### config.mk
export PLATFORM = sky130hd
export DESIGN_NAME = mem_port_arbiter
export DESIGN_NICKNAME = d
export VERILOG_FILES = /design/src/rtl/mem_arb_pkg.sv /design/src/rtl/mem_arb_pick.sv /design/src/rtl/mem_port_arbiter.sv
export SDC_FILE = /design/constraint.sdc
export NUM_CORES = 1
export LEC_CHECK = 0
export BUFFER_PORTS_ARGS = -buffer_cell sky130_fd_sc_hd__buf_2
export CORE_UTILIZATION = 45
export CTS_CLUSTER_DIAMETER = 150
export DETAILED_ROUTE_END_ITERATION = 8
export PLACE_DENSITY = 0.76
export SLEW_MARGIN = 10
export SYNTH_ARGS = -nofsm -noshare
export SYNTH_HDL_FRONTEND = slang
export SYNTH_HIERARCHICAL = 1
export SYNTH_SLANG_ARGS = --single-unit
export TNS_END_PERCENT = 100
### constraint.sdc
create_clock -name clk -period 3.8 [get_ports clk]
set_input_delay 0.38 -clock clk [delete_from_list [all_inputs] [get_ports clk]]
set_output_delay 0.38 -clock clk [all_outputs]
set_load 0.02 [all_outputs]
### src/rtl/mem_arb_pkg.sv
// Shared types for the memory port arbiter: FSM states, port owner ids and watchdog width.
package mem_arb_pkg;

   typedef enum logic [1:0] {ARB_IDLE, ARB_REQ, ARB_WAIT, ARB_RESP} arb_state_t;
   typedef enum logic {OWN_I, OWN_D} arb_owner_t;

   localparam int TO_W = 16;

endpackage

### src/rtl/mem_arb_pick.sv
// Winner select between fetch (I) and load/store (D) ports.
// Define MEM_ARB_RR_EN for round-robin; otherwise D always beats I.
module mem_arb_pick
   import mem_arb_pkg::*;
(
   input  logic       ifReq,
   input  logic       dReq,
`ifdef MEM_ARB_RR_EN
   input  arb_owner_t lastOwner,
`endif
   output arb_owner_t winner
);

   // With no request the result is unused, so D is a harmless default.
   always_comb begin
      winner = OWN_D;
`ifdef MEM_ARB_RR_EN
      if (ifReq && dReq) begin
         winner = (lastOwner == OWN_D) ? OWN_I : OWN_D;
      end else if (ifReq) begin
         winner = OWN_I;
      end
`else
      if (ifReq && !dReq) begin
         winner = OWN_I;
      end
`endif
   end

endmodule

### src/rtl/mem_port_arbiter.sv
// Shares one single-ported memory between the fetch port and the load/store port,
// one transaction at a time, with a response watchdog. Optional macro: MEM_ARB_RR_EN.
module mem_port_arbiter
   import mem_arb_pkg::*;
#(
   parameter int AW      = 32,
   parameter int DW      = 32,
   parameter int TIMEOUT = 255
)(
   input  logic            clk,
   input  logic            reset,
   input  logic            if_req,
   input  logic [AW-1:0]   if_addr,
   output logic            if_done,
   output logic [DW-1:0]   if_rdata,
   input  logic            d_req,
   input  logic            d_we,
   input  logic [AW-1:0]   d_addr,
   input  logic [DW-1:0]   d_wdata,
   input  logic [DW/8-1:0] d_wstrb,
   output logic            d_done,
   output logic [DW-1:0]   d_rdata,
   output logic            mem_req,
   output logic            mem_we,
   output logic [AW-1:0]   mem_addr,
   output logic [DW-1:0]   mem_wdata,
   output logic [DW/8-1:0] mem_wstrb,
   input  logic            mem_gnt,
   input  logic            mem_rvalid,
   input  logic [DW-1:0]   mem_rdata,
   output logic            err
);

   localparam logic [TO_W-1:0] timeoutLimit = TO_W'(TIMEOUT);

   arb_state_t      state;
   arb_owner_t      owner;
   arb_owner_t      winner;
   logic [TO_W-1:0] waitCount;
   logic            anyReq;

   assign anyReq = if_req | d_req;

`ifdef MEM_ARB_RR_EN
   arb_owner_t lastOwner;

   mem_arb_pick uPick (
      .ifReq     (if_req),
      .dReq      (d_req),
      .lastOwner (lastOwner),
      .winner    (winner)
   );
`else
   mem_arb_pick uPick (
      .ifReq  (if_req),
      .dReq   (d_req),
      .winner (winner)
   );
`endif

   // The mem_* outputs double as the latched request fields, so they stay stable
   // for the whole REQ phase; done/rdata are cleared every cycle except the RESP cycle.
   always_ff @(posedge clk or negedge reset) begin
      if (!reset) begin
         state     <= ARB_IDLE;
         owner     <= OWN_I;
         waitCount <= '0;
         if_done   <= 1'b0;
         if_rdata  <= '0;
         d_done    <= 1'b0;
         d_rdata   <= '0;
         mem_req   <= 1'b0;
         mem_we    <= 1'b0;
         mem_addr  <= '0;
         mem_wdata <= '0;
         mem_wstrb <= '0;
         err       <= 1'b0;
`ifdef MEM_ARB_RR_EN
         lastOwner <= OWN_D;
`endif
      end else begin
         if_done  <= 1'b0;
         d_done   <= 1'b0;
         if_rdata <= '0;
         d_rdata  <= '0;
         case (state)
            ARB_IDLE: begin
               if (anyReq) begin
                  state   <= ARB_REQ;
                  owner   <= winner;
                  mem_req <= 1'b1;
`ifdef MEM_ARB_RR_EN
                  lastOwner <= winner;
`endif
                  if (winner == OWN_D) begin
                     mem_we    <= d_we;
                     mem_addr  <= d_addr;
                     mem_wdata <= d_wdata;
                     mem_wstrb <= d_we ? d_wstrb : '0;
                  end else begin
                     mem_we    <= 1'b0;
                     mem_addr  <= if_addr;
                     mem_wdata <= '0;
                     mem_wstrb <= '0;
                  end
               end
            end
            ARB_REQ: begin
               if (mem_gnt) begin
                  state     <= ARB_WAIT;
                  mem_req   <= 1'b0;
                  waitCount <= '0;
               end
            end
            // A real response wins over a watchdog expiry landing in the same cycle.
            ARB_WAIT: begin
               if (mem_rvalid || (waitCount == timeoutLimit)) begin
                  state     <= ARB_RESP;
                  waitCount <= '0;
                  if (owner == OWN_D) begin
                     d_done  <= 1'b1;
                     d_rdata <= (mem_rvalid && !mem_we) ? mem_rdata : '0;
                  end else begin
                     if_done  <= 1'b1;
                     if_rdata <= mem_rvalid ? mem_rdata : '0;
                  end
                  if (!mem_rvalid) begin
                     err <= 1'b1;
                  end
               end else begin
                  waitCount <= waitCount + 1'b1;
               end
            end
            ARB_RESP: begin
               state <= ARB_IDLE;
            end
            default: begin
               state <= ARB_IDLE;
            end
         endcase
      end
   end

endmodule

==> flow_summary.ini <==
[die]
die_x_um = 119.7
fp.dieH_um = 119.7
core_mm2 = 0.01335
io_pins = 276
initial_utilization_pct = 46.66
num_rows = 42
die-area_mm2 = 0.01432

[synth]
syn_area_mm2 = 0.006228
synth_edf_count = 0
yosysSeqAreaShare_pct = 62.68
ys_ff_latch = 156
synth_nets = 713
netlist_instances = 570
synth_top_cells_by_count = 156 x dfrtp_1, 118 x nand2_1, 76 x o21ai_0, 64 x and2_1, 33 x mux2i_1
ys_warn_count = 6
synth.top_cell.area_share_pct = 62.68
yosysUniqueCellTypes = 39
syn_avg_cell_area_um2 = 10.93
synth.most_common_cell = dfrtp_1
synth_area_leaders = dfrtp_1 63%, nand2_1 7.1%, and2_1 6.4%
async_reset_ff_share_pct = 100.0
yosysTopAreaCell = dfrtp_1
ys.flop_type = dfrtp_1

[worst_setup_path]
cp_max_fo = 12
crit_slowest_cell = a41oi_2
max_stage_delay_ns = 0.56
crit_type = register to register
end_kind = register
crit_chain = inv_1, ha_1, nand2b_1, a41oi_2, or4b_1, nand3_1
cp.arrival_ns = 2.58
required_ns = 4.15
critPathLaunchType = register

[sta]
finClkSkew_ns = 0.004479
fmax_mhz = 448.8
worstMarginPinSlew_ns = 0.9854
tns_ns = 0
timing.final.hold_violations = 0
fin_crit_sh_pct = 58.64
slew_violations = 0
fin_crit_ns = 2.228
setup_violations = 0
maxSlewHeadroom_pct = 34.31
grt_setup_unrepaired = false

[finish]
layout.nets = 979
stdcell_count = 1025
final_layout_size_suffix_gt1_share_pct = 38.04
final.fill_count = 1160
insertedDiodeCount = 0
seq_area_mm2 = 0.003904
design_area_mm2 = 0.008357
syn_to_final_growth_pct = 34.17
multi_input_area_mm2 = 0.002191

[run_status]
status = finished clean

[pwr]
p_leak_uw = 0.004694
clkPwrFrac_pct = 27.3
irDropWorstVdd_uv = 350.5
p_per_area_mw_per_mm2 = 701.9
p_switching_uw = 2172
p_int_uw = 3693
combinationalPowerShare_pct = 33.4
power_switching_share_pct = 37.03
seqPwrFrac_pct = 39.2

[clock_network]
hold_buffers = 0
cts-root-buf = clkbuf_16
cts_buffers = 17
cts_resized = 0
clock_sinks = 156
clock_latency_ns = 0.42
cts_tree = built
path_clk_slew_ns = 0.06
htreeDepth = 4
ctsLongestPathBuffers = 2
post_cts_buffers = 0

[placement]
io_buffers = 275
dp.cells = 993
dpl_cell_area_mm2 = 0.007786
hpwl_um = 10830
place_congestion = 0.7918

[route]
drt-wirelength-per-cell_um = 14.75
drtIter0Drc = 320
final_antenna_net_count = 0
wl_um = 15120
via_per_inst = 4.839
dr.pass1.iters = 4
route.detailed.drc = 0
vias = 4960

[grt]
grt_overflow = 0
grt_max_degree = 112
track_usage_pct = 21.97
grt_pass1_vias = 4874
grt_pass1_wl_um = 24010
grt_antenna_before_repair = 1

[run]
drv_cap = 0

[min_path]
min_path_type = primary input to async pin
-- kinds of logic after synthesis --
kind of cell / count (synthesis) / share of synthesized area, %
and+or+nand+nor: 237 / 19.39
DFF: 156 / 62.68
AOI/OAI and AO/OA: 93 / 8.035
buffers and inverters: 40 / 2.611
muxes: 37 / 6.067
adders and majority gates: 4 / 0.8036
xor gates and xnor gates: 3 / 0.4219
-- through the flow --
stage          power (µW)  hold WS (ns)  util (%)  setup slack (ns)
4_1_cts              5937        0.1071     62.61             1.560
3_5_place_dp         4323        0.4649     58.33             1.567
6_report             5866       0.07212     62.61             1.572
3_3_place_gp         4265        0.4572     58.33             1.630
2_1_floorplan        3544       0.08441         -             2.034
5_1_grt              6229        0.1643     62.61             1.331
-- final timing paths --
kind,start,endpoint,slack (ns),cells past startpoint
setup / recovery,state[0],waitCount[9],1.57,6
hold / removal,reset,d_rdata[9],0.07,1
setup reg to reg,state[0],waitCount[9],1.57,6
hold reg to reg,mem_wdata[10],mem_wdata[10],0.47,2
max in group asynchronous,reset,mem_wdata[12],2.90,2
min in group clk,mem_rdata[26],if_rdata[26],0.17,2
-- final cells by class --
class / instances / share of cell area, %
repair buffers: 280 / 17.29
clock inverters: 11 / 1.318
inverters: 7 / 0.3144
clock buffers: 21 / 5.510
multi-input cells: 374 / 26.22
flip-flops and latches: 156 / 46.71
well taps: 176 / 2.635
-- power groups by stage --
| stage | clock [µW] | combinational (µW) | sequential (µW) |
|---|---|---|---|
| after floorplan | 0 | 712 | 2830 |
| after global placement | 0 | 1950 | 2310 |
| after detailed placement | 0 | 1990 | 2330 |
| after CTS | 1640 | 1990 | 2300 |
| after global routing | 1700 | 2180 | 2350 |
| final | 1600 | 1960 | 2300 |
-- cell usage in the layout, fill, tap and decap left out, types with 7 or more instances in the layout --
master,instances
mux2i_1,33
nor2_1,12
clkbuf_16,17
a21oi_1,7
nand2_1,118
nand3_1,15
o21ai_0,76
buf_2,274
and2_1,64
dfrtp_1,156
inv_1,7
-- per-layer routing --
layer / vias up / wire length, µm / global-route usage [%]
li1: 2434 / - / -
met1: 2299 / 6060 / 25.46
met2: 205 / 7271 / 36.52
met3: 20 / 1534 / 8.793
met4: 2 / 232 / 8.281
met5: - / 17 / 0
-- state kept, by name, summed over array words and instances (netlist names), 2 cells and up --
signal,count
d_rdata,32
if_rdata,32
mem_addr,32
mem_wdata,32
mem_wstrb,4
state,2
waitCount,16
-- worst max-delay path: cells and delay by family (launching register included) --
| kind | cells | cell delay [ns] |
|---|---|---|
| and+or+nand+nor | 3 | 0.79 |
| buffers and inverters | 1 | 0.09 |
| DFF | 1 | 0.40 |
| AOI/OAI and AO/OA | 1 | 0.56 |
| adders and majority gates | 1 | 0.32 |
Note: power is estimated with default switching activity, not from simulation.
